<file path="src/rtl/restoring_divider_pkg.sv">
// rtl/restoring_divider_pkg.sv - shared types and constants for the restoring divider
package div_pkg;

  typedef enum logic [1:0] {
    IDLE,
    CALC,
    DONE
  } div_state_t;

  localparam int DIV_WIDTH = 8;
  localparam int CNT_W     = $clog2(DIV_WIDTH);

  // Wide enough to truncate to any supported operand width.
  localparam logic [63:0] DIV0_QUOTIENT = '1;

endpackage

</file>
<file path="src/rtl/restoring_divider_if.sv">
// rtl/restoring_divider_if.sv - start/done handshake and operand/result bundle
interface restoring_divider_if
  import div_pkg::*;
#(
  parameter int WIDTH = DIV_WIDTH
);

  logic             Start;
  logic [WIDTH-1:0] Dividend;
  logic [WIDTH-1:0] Divisor;
  logic             Busy;
  logic             Done;
  logic [WIDTH-1:0] Quotient;
  logic [WIDTH-1:0] Remainder;
  logic             DivByZero;

  modport master (
    output Start, Dividend, Divisor,
    input  Busy, Done, Quotient, Remainder, DivByZero
  );

  modport slave (
    input  Start, Dividend, Divisor,
    output Busy, Done, Quotient, Remainder, DivByZero
  );

endinterface

</file>
<file path="src/rtl/full_adder.sv">
// rtl/full_adder.sv - single-bit full adder cell
module full_adder (
  input  logic a,
  input  logic b,
  input  logic cin,
  output logic sum,
  output logic cout
);

  assign sum  = a ^ b ^ cin;
  assign cout = (a & b) | (cin & (a ^ b));

endmodule

</file>
<file path="src/rtl/restoring_divider_trial_subtractor.sv">
// rtl/restoring_divider_trial_subtractor.sv - (WIDTH+1)-bit ripple a-b with sign output
module trial_subtractor #(
  parameter int WIDTH = 8
) (
  input  logic [WIDTH:0] a,
  input  logic [WIDTH:0] b,
  output logic [WIDTH:0] diff,
  output logic           sign
);

  logic [WIDTH+1:0] carry;
  logic             carry_out_unused;

  // Two's-complement subtract: invert b and inject a carry of one.
  assign carry[0] = 1'b1;

  for (genvar i = 0; i <= WIDTH; i++) begin : g_bit
    full_adder u_fa (
      .a   (a[i]),
      .b   (~b[i]),
      .cin (carry[i]),
      .sum (diff[i]),
      .cout(carry[i+1])
    );
  end

  assign sign             = diff[WIDTH];
  assign carry_out_unused = carry[WIDTH+1];

endmodule

</file>
<file path="src/rtl/restoring_divider.sv">
// rtl/restoring_divider.sv - sequential unsigned divider, one quotient bit per clock
module restoring_divider
  import div_pkg::*;
#(
  parameter int WIDTH = DIV_WIDTH
) (
  input  logic               Clk,
  input  logic               Reset,
  restoring_divider_if.slave bus
);

  localparam int CW = $clog2(WIDTH);

  div_state_t       state, state_next;
  logic [CW-1:0]    count;
  logic [WIDTH:0]   r, shifted, trial, r_next;
  logic [WIDTH-1:0] q, d, q_next;
  logic [WIDTH-1:0] quotient, remainder;
  logic             div_by_zero;
  logic             trial_neg;
  logic             accept, last_iter;
  logic             r_msb_unused;

  assign shifted = {r[WIDTH-1:0], q[WIDTH-1]};

  trial_subtractor #(.WIDTH(WIDTH)) u_sub (
    .a   (shifted),
    .b   ({1'b0, d}),
    .diff(trial),
    .sign(trial_neg)
  );

  // Negative trial means the divisor did not fit: keep the shifted value.
  assign r_next       = trial_neg ? shifted : trial;
  assign q_next       = {q[WIDTH-2:0], ~trial_neg};
  assign accept       = (state == IDLE) && bus.Start;
  assign last_iter    = (state == CALC) && (count == CW'(WIDTH - 1));
  assign r_msb_unused = r[WIDTH];

  always_ff @(posedge Clk) begin
    if (!Reset) begin
      state <= IDLE;
    end else begin
      state <= state_next;
    end
  end

  always_comb begin
    state_next = state;
    case (state)
      IDLE: begin
        if (bus.Start) begin
          state_next = (bus.Divisor == '0) ? DONE : CALC;
        end
      end
      CALC: begin
        if (last_iter) begin
          state_next = DONE;
        end
      end
      DONE:    state_next = IDLE;
      default: state_next = IDLE;
    endcase
  end

  always_ff @(posedge Clk) begin
    if (!Reset) begin
      count       <= '0;
      r           <= '0;
      q           <= '0;
      d           <= '0;
      quotient    <= '0;
      remainder   <= '0;
      div_by_zero <= 1'b0;
    end else if (accept) begin
      d     <= bus.Divisor;
      q     <= bus.Dividend;
      r     <= '0;
      count <= '0;
      // Zero divisor skips the iterations and publishes results at once.
      if (bus.Divisor == '0) begin
        div_by_zero <= 1'b1;
        quotient    <= WIDTH'(DIV0_QUOTIENT);
        remainder   <= bus.Dividend;
      end
    end else if (state == CALC) begin
      r     <= r_next;
      q     <= q_next;
      count <= count + 1'b1;
      if (last_iter) begin
        quotient    <= q_next;
        remainder   <= r_next[WIDTH-1:0];
        div_by_zero <= 1'b0;
      end
    end
  end

  assign bus.Busy      = (state == CALC);
  assign bus.Done      = (state == DONE);
  assign bus.Quotient  = quotient;
  assign bus.Remainder = remainder;
  assign bus.DivByZero = div_by_zero;

endmodule

</file>
<file path="src/flat_wrapper.sv">
// flat-port wrapper written by rule: the top's interface ports become plain ports
module restoring_divider_flat import div_pkg::*;
#(
  parameter int WIDTH = DIV_WIDTH
)
  (Clk, Reset, bus_Start, bus_Dividend, bus_Divisor, bus_Busy, bus_Done, bus_Quotient, bus_Remainder, bus_DivByZero);
  restoring_divider_if #(.WIDTH(WIDTH)) bus_i ();
  input  logic Clk;
  input  logic Reset;
  input wire logic [$bits(bus_i.Start)-1:0] bus_Start;
  input wire logic [$bits(bus_i.Dividend)-1:0] bus_Dividend;
  input wire logic [$bits(bus_i.Divisor)-1:0] bus_Divisor;
  output wire logic [$bits(bus_i.Busy)-1:0] bus_Busy;
  output wire logic [$bits(bus_i.Done)-1:0] bus_Done;
  output wire logic [$bits(bus_i.Quotient)-1:0] bus_Quotient;
  output wire logic [$bits(bus_i.Remainder)-1:0] bus_Remainder;
  output wire logic [$bits(bus_i.DivByZero)-1:0] bus_DivByZero;
  assign bus_i.Start = bus_Start;
  assign bus_i.Dividend = bus_Dividend;
  assign bus_i.Divisor = bus_Divisor;
  assign bus_Busy = bus_i.Busy;
  assign bus_Done = bus_i.Done;
  assign bus_Quotient = bus_i.Quotient;
  assign bus_Remainder = bus_i.Remainder;
  assign bus_DivByZero = bus_i.DivByZero;
  restoring_divider #(.WIDTH(WIDTH)) u_core (.Clk(Clk), .Reset(Reset), .bus(bus_i));
endmodule
</file>
<file path="config.mk">
export PLATFORM = sky130hd
export DESIGN_NAME = restoring_divider_flat
export DESIGN_NICKNAME = d
export VERILOG_FILES = /design/src/rtl/restoring_divider_pkg.sv /design/src/rtl/restoring_divider_if.sv /design/src/rtl/full_adder.sv /design/src/rtl/restoring_divider_trial_subtractor.sv /design/src/rtl/restoring_divider.sv /design/src/flat_wrapper.sv
export SDC_FILE = /design/constraint.sdc
export NUM_CORES = 1
export LEC_CHECK = 0
export CORE_UTILIZATION = 46
export DETAILED_ROUTE_END_ITERATION = 10
export GPL_TIMING_DRIVEN = 0
export PLACE_DENSITY = 0.74
export REMOVE_ABC_BUFFERS = 1
export SLEW_MARGIN = 20
export SYNTH_ARGS = -nofsm -noshare
export SYNTH_HDL_FRONTEND = slang
export SYNTH_SLANG_ARGS = --single-unit
export TNS_END_PERCENT = 10
</file>
<file path="constraint.sdc">
create_clock -name Clk -period 4 [get_ports Clk]
set_clock_uncertainty 0.05 [all_clocks]
set_input_delay 0.4 -clock Clk [delete_from_list [all_inputs] [get_ports Clk]]
set_output_delay 0.4 -clock Clk [all_outputs]
set_load 0.1 [all_outputs]
</file>
; Yosys cells after proc, flatten, opt, wreduce, memory -nomap -nowiden
; Cells that the tools add are included.
[op_classes]
add_sub_neg = 1
eq_ne = 6
n_mux = 19
bitwise_logic = 51
n_reduce_logical = 9
[ops]
columns = operator, count
row1 = 8-bit two-way mux, 11
row2 = 1-bit bitwise XOR, 16
row3 = 1-bit AND, 15
row4 = 1-bit inverter, 12
row5 = 8-bit zero test, 1
row6 = 1-bit OR, 8
row7 = 2-bit two-way mux, 3
row8 = 1-bit two-way mux, 4
row9 = 2-bit inequality test (second input constant), 2
row10 = 2-bit one-hot mux with 2 select lines, 1
row11 = 2-bit nonzero test, 2
row12 = 3-bit by 1-bit adder with 3-bit output (second input constant), 1
row13 = 3-bit equality test (second input constant), 1
row14 = 3-bit AND reduction, 1
row15 = 2-bit by 1-bit equality test with 1-bit output (second input constant), 1
row16 = 2-bit equality test (second input constant), 1
row17 = 1-bit logical AND, 2
row18 = 2-bit zero test, 1
row19 = 2-bit by 1-bit inequality test with 1-bit output (second input constant), 1
row20 = 2-bit AND reduction, 1
row21 = 2-bit OR reduction, 1
[word_totals]
reg_bits = 46
inputBits = 19
out_inout_bits = 19

; Logic depth before layout (Yosys ltp)
[depth]
word_depth = 22
depth_mapped = 18

; Modules after synthesis
; Synthesis repeated with hierarchy kept, for this count alone.
[hier_totals]
cells_unflattened = 236
area_unflattened_um2 = 2209.6
[by_module_without_submodules]
columns = mod, n_inst, cells_each, area_each_um2
row1 = restoring_divider, 1, 216, 1984.4
row2 = full_adder, 9, 1, 20.0
row3 = trial_subtractor, 1, 11, 45.0

; Worst setup path before layout
; No wires, ideal clock.
[synth_path]
kind = reg-to-reg
start = register u_core.q[7]
end = register u_core.remainder[1], in the netlist u_core.bus.Remainder[1]
setup_time_ps = 124
t_arrival_ps = 3826
required_time_ps = 3826
setup_slack_ps = 1
path_stages_with_launch = 18
period_less_slack_ps = 3999
cell_sequence = dfxtp_1 -> inv_1 -> ha_1 -> inv_1 -> fa_1 -> inv_1 -> fa_1 -> fa_1 -> fa_1 -> inv_1 -> fa_1 -> inv_1 -> fa_1 -> fa_1 -> xnor2_1 -> mux2_2 -> mux2i_1 -> o22ai_2
[synth_via]
elab_chain_len = 21
[synth_lines]
columns = item, line
row1 = "start, declared", restoring_divider.sv:17  ; logic [WIDTH-1:0] q, d, q_next;
row2 = "start signal, assigned", restoring_divider.sv:77  ; q <= bus.Dividend;
row3 = "start signal, assigned", restoring_divider.sv:88  ; q <= q_next;
row4 = 1-bit AND or 1-bit bitwise XOR (tied branches), full_adder.sv:11  ; assign cout = (a & b) | (cin & (a ^ b));
row5 = 1-bit OR (*), full_adder.sv:11
row6 = 1-bit AND, full_adder.sv:11
row7 = 1-bit OR, full_adder.sv:11
row8 = 1-bit AND, full_adder.sv:11
row9 = 1-bit OR, full_adder.sv:11
row10 = 1-bit AND, full_adder.sv:11
row11 = 1-bit OR, full_adder.sv:11
row12 = [5 not listed], --
row13 = 1-bit OR, full_adder.sv:11
row14 = 1-bit AND, full_adder.sv:11
row15 = 1-bit OR, full_adder.sv:11
row16 = 1-bit bitwise XOR, full_adder.sv:10  ; assign sum = a ^ b ^ cin;
row17 = 8-bit two-way mux (*), restoring_divider.sv:34  ; assign r_next = trial_neg ? shifted : trial;
row18 = 8-bit two-way mux (*), restoring_divider.sv:90  ; if (last_iter) begin
row19 = 8-bit two-way mux (*), restoring_divider.sv:86  ; end else if (state == CALC) begin
row20 = 8-bit two-way mux (*), restoring_divider.sv:75  ; end else if (accept) begin
row21 = "end signal, assigned", restoring_divider.sv:84  ; remainder <= bus.Dividend;
row22 = "end signal, assigned", restoring_divider.sv:92  ; remainder <= r_next[WIDTH-1:0];
row23 = "end, declared", restoring_divider.sv:18  ; logic [WIDTH-1:0] quotient, remainder;
; Mark *: on every way between the ends. The rest lies on a longest branch, timed or not. The select of a mux whose other input is x is not followed.
; A chain may end at the register's enable or synchronous reset.

; Final worst setup path
; Same ends and word-level chain as after synthesis.

==> run_results.csv <==
group,metric,value,unit
critical_path,r2r_cells,18,
synth,yosysWarnings,0,
global_route,overflow,0,
clock_tree,clkLatencyLatePin,0.31,ns
routing,dr.first_iter.drc_count,96,
critical_path,path_common_cell,"fa_2",
critical_path,critPathKind,"reg2reg",
clock_tree,cts_root_buf,"clkbuf_8",
routing,wl_per_cell,13.90,microns
synth,ys_ff_latch,46,
placed_design,placed_cells,304,
placed_design,gp_congestion,0.7820,
floorplan,core-area,0.004324,sq mm
synth,netlist_instances,228,
global_route,grt_pass1_wl,7.514,mm
final_layout,fill_cells,404,
placed_design,preCtsSetupSlack,-0.4557,ns
placed_design,dp_hpwl,2.952,mm
clock_tree,cts_buffers,5,
critical_path,required,4.12,ns
timing,rsz0062_at_grt,"yes",
routing,routed_wirelength,4.407,mm
critical_path,max_stage_delay,0.36,ns
placed_design,dpl-instance-area,0.002437,sq mm
floorplan,rows,24,
routing,drt_pass1_iterations,4,
timing,slew_headroom,0.3270,
routing,drc,0,
worst_hold_path,min_path_type,"reg2reg",
routing,viasPerCell,5.442,
floorplan,pin_count,38,
synth,yosysSeqAreaShare,0.4458,
critical_path,crit_fanout,5,
clock_tree,cts_tree,"yes",
synth,syn_area,0.002066,sq mm
timing,finalCritPeriodShare,0.9856,
global_route,grt_usage,0.1956,
synth,synth_cell_types,31,
critical_path,start_kind,"flop",
critical_path,cp_data_arrival_time,4.06,ns
synth,avgSynthCellArea,9.060,sq um
final_layout,antennaDiodeCount,0,
floorplan,die_area,0.004762,sq mm
clock_tree,clock-sinks,46,
placed_design,portBuffers,37,
global_route,antenna_found_initial,0,
routing,drtAntennaViolNets,0,
clock_tree,htreeDepth,2,
timing,setup-violations-final,0,
synth,async_flop_share,0,
power,ir_worst_vdd,306.3,uV
timing,fin_tns_setup,0,ns
clock_tree,cts_max_path_buffers,2,
clock_tree,cts.reportedPaths.clkPinSlew,0.10,ns
critical_path,cp.depth,18,
final_layout,nets,293,
timing,fmax,253.6,MHz
timing,fin_ws,0.05748,ns
power,p_leak,0.9402,nW
job,cap_violations,0,
routing,vias,1725,
worst_hold_path,min_path_cells,2,
critical_path,crit_path_cell_trace,"inv_1 -> ha_2 -> inv_2 -> fa_1 -> inv_1 -> fa_2 -> fa_2 -> fa_2 -> inv_2 -> fa_2 -> inv_1 -> fa_2 -> fa_2 -> xnor2_2 -> buf_6 -> mux2_4 -> mux2i_2 -> o22ai_2",
global_route,grt_pass1_vias,1647,
floorplan,fp.dieW,69.01,microns
status,status,"completed",
critical_path,cp.buffers_inverters,6,
critical_path,cp-end-kind,"flop",
timing,fin_crit,3.943,ns
final_layout,finalNonFillerCells,317,
critical_path,crit_slowest_cell,"fa_2",
timing,worst_pin_slew,1.009,ns
timing,finalHoldViolations,0,
floorplan,die_h,69.01,microns
global_route,grt_max_degree,25,
floorplan,start_util,0.4777,
clock_tree,holdBufCountCts,0,
final_layout,drive_above_1_share,0.1547,
timing,slew_viol_final,0,
synth,synth-main-ff-cell,"dfxtp_1",
final_layout,final_cell_area,0.002605,sq mm
final_layout,areaGrowthSynthToFinish,26.11,%
synth,synth_edf_count,0,
power,p_per_area,400.0,mW/mm^2
critical_path,crit_family,"adder cells",
-- where the power goes --
group	total (mW)	internal [mW]	switching, mW
logic	0.247	0.112	0.134
registers	0.494	0.477	0.0169
clock network	0.301	0.126	0.175
total	1.04	0.716	0.326
-- cells by family after synthesis --
kind of cell | count (synthesis) | share of synthesized area
muxes | 3 | 0.01514
and+or+nand+nor | 73 | 0.1484
adders and majority gates | 10 | 0.08601
AOI/OAI and AO/OA | 65 | 0.2290
DFF | 46 | 0.4458
xor gates and xnor gates | 2 | 0.008481
buffers and inverters | 29 | 0.06723
-- per-layer routing --
layer / GRT usage / part of all wire / routed length (microns) / up-vias
met5: 0 / 0 / 0 / -
met1: 0.2488 / 0.47 / 2073 / 799
met3: 0.03655 / 0.041 / 181 / 9
met4: 0.07710 / 0.019 / 82 / 0
li1: - / - / - / 871
met2: 0.3269 / 0.47 / 2069 / 46
-- layout make-up --
type                            count  area [sq um]  area share
Sequential cell                    46         922.1      0.3540
Timing Repair Buffer               43         419.2      0.1609
Inverter                           15         56.30     0.02161
Clock inverter                      3         25.02    0.009606
Tap cell                           52         65.06     0.02498
Multi-Input combinational cell    153          1049      0.4025
Clock buffer                        5         68.82     0.02642
-- metrics by stage --
step                hold slack [ns]  total power, mW    util
finish                       0.4160            1.042  0.6024
global route                 0.4496            1.094  0.6024
CTS                          0.4180            1.027  0.5949
detailed placement           0.4015           0.7082  0.5637
global placement             0.3946           0.6926  0.5593
floorplan                    0.3863           0.6363       -
-- sequential cells by signal (all words and copies together) (netlist names) --
name,count
u_core.bus.DivByZero,1
u_core.bus.Quotient,8
u_core.bus.Remainder,8
u_core.count,3
u_core.d,8
u_core.q,8
u_core.r,8
u_core.state,2
-- timing repair --
item                       CTS  global route
buffers inserted             4             1
pin swaps                    2             4
setup endpoints to repair   15            15
gates resized for setup      5             8
-- synth_stat cells (2+ instances only) --
master / count / area [sq um]
nand2_1: 57 / 214.0
dfxtp_1: 46 / 920.9
a21oi_1: 18 / 90.09
inv_1: 14 / 52.55
a31oi_1: 12 / 75.07
o211ai_1: 12 / 90.09
clkbuf_1: 9 / 33.78
nor2_1: 8 / 30.03
o221a_2: 8 / 90.09
fa_1: 7 / 140.1
o21ai_1: 4 / 20.02
a22oi_1: 3 / 22.52
buf_6: 3 / 33.78
ha_1: 3 / 37.54
a211oi_1: 2 / 15.01
buf_4: 2 / 15.01
mux2i_1: 2 / 20.02
nand2b_1: 2 / 12.51
o21ai_2: 2 / 17.52
or4_1: 2 / 15.01
xnor2_1: 2 / 17.52
-- final timing paths --
check                                startpoint                 endpoint  slack (ns)
worst max-delay path                u_core.q[7]  u_core.bus.Remainder[1]        0.06
worst min-delay path            u_core.count[1]          u_core.count[1]        0.42
worst max register to register      u_core.q[7]  u_core.bus.Remainder[1]        0.06
worst min register to register  u_core.count[1]          u_core.count[1]        0.42
-- worst min-delay path: cells and delay by family, from the launching register on --
kind             cells  cell delay [ns]
flip-flops           1             0.32
AND/OR/NAND/NOR      1             0.05
AO/OA/AOI/OAI        1             0.05
-- cells in the final DEF, fill, tap and decap left out --
master and n:
fa_2 6, nand2_1 57, o22ai_2 1, a31oi_1 12
or3b_1 1, a211oi_1 2, buf_4 5, inv_1 12
o21ai_1 4, a22oi_1 3, ha_1 2, xnor2_1 1
or4_1 2, o21ai_2 2, o221a_2 8, clkdlybuf4s50_1 37
nor3b_4 1, inv_6 1, dfxtp_1 45, nor2b_1 1
o31ai_4 1, xnor2_2 1, mux2i_2 2, mux2_4 1
clkbuf_8 5, nand2b_1 2, dfxtp_2 1, o211ai_1 12
a41o_1 1, o22a_1 1, fa_1 1, nand3b_1 1
clkinv_4 1, a21oi_1 18, nor2_1 8, inv_2 2
clkinv_1 1, ha_2 1, clkinvlp_4 1, buf_6 1
Note: power is estimated with default switching activity, not from simulation.
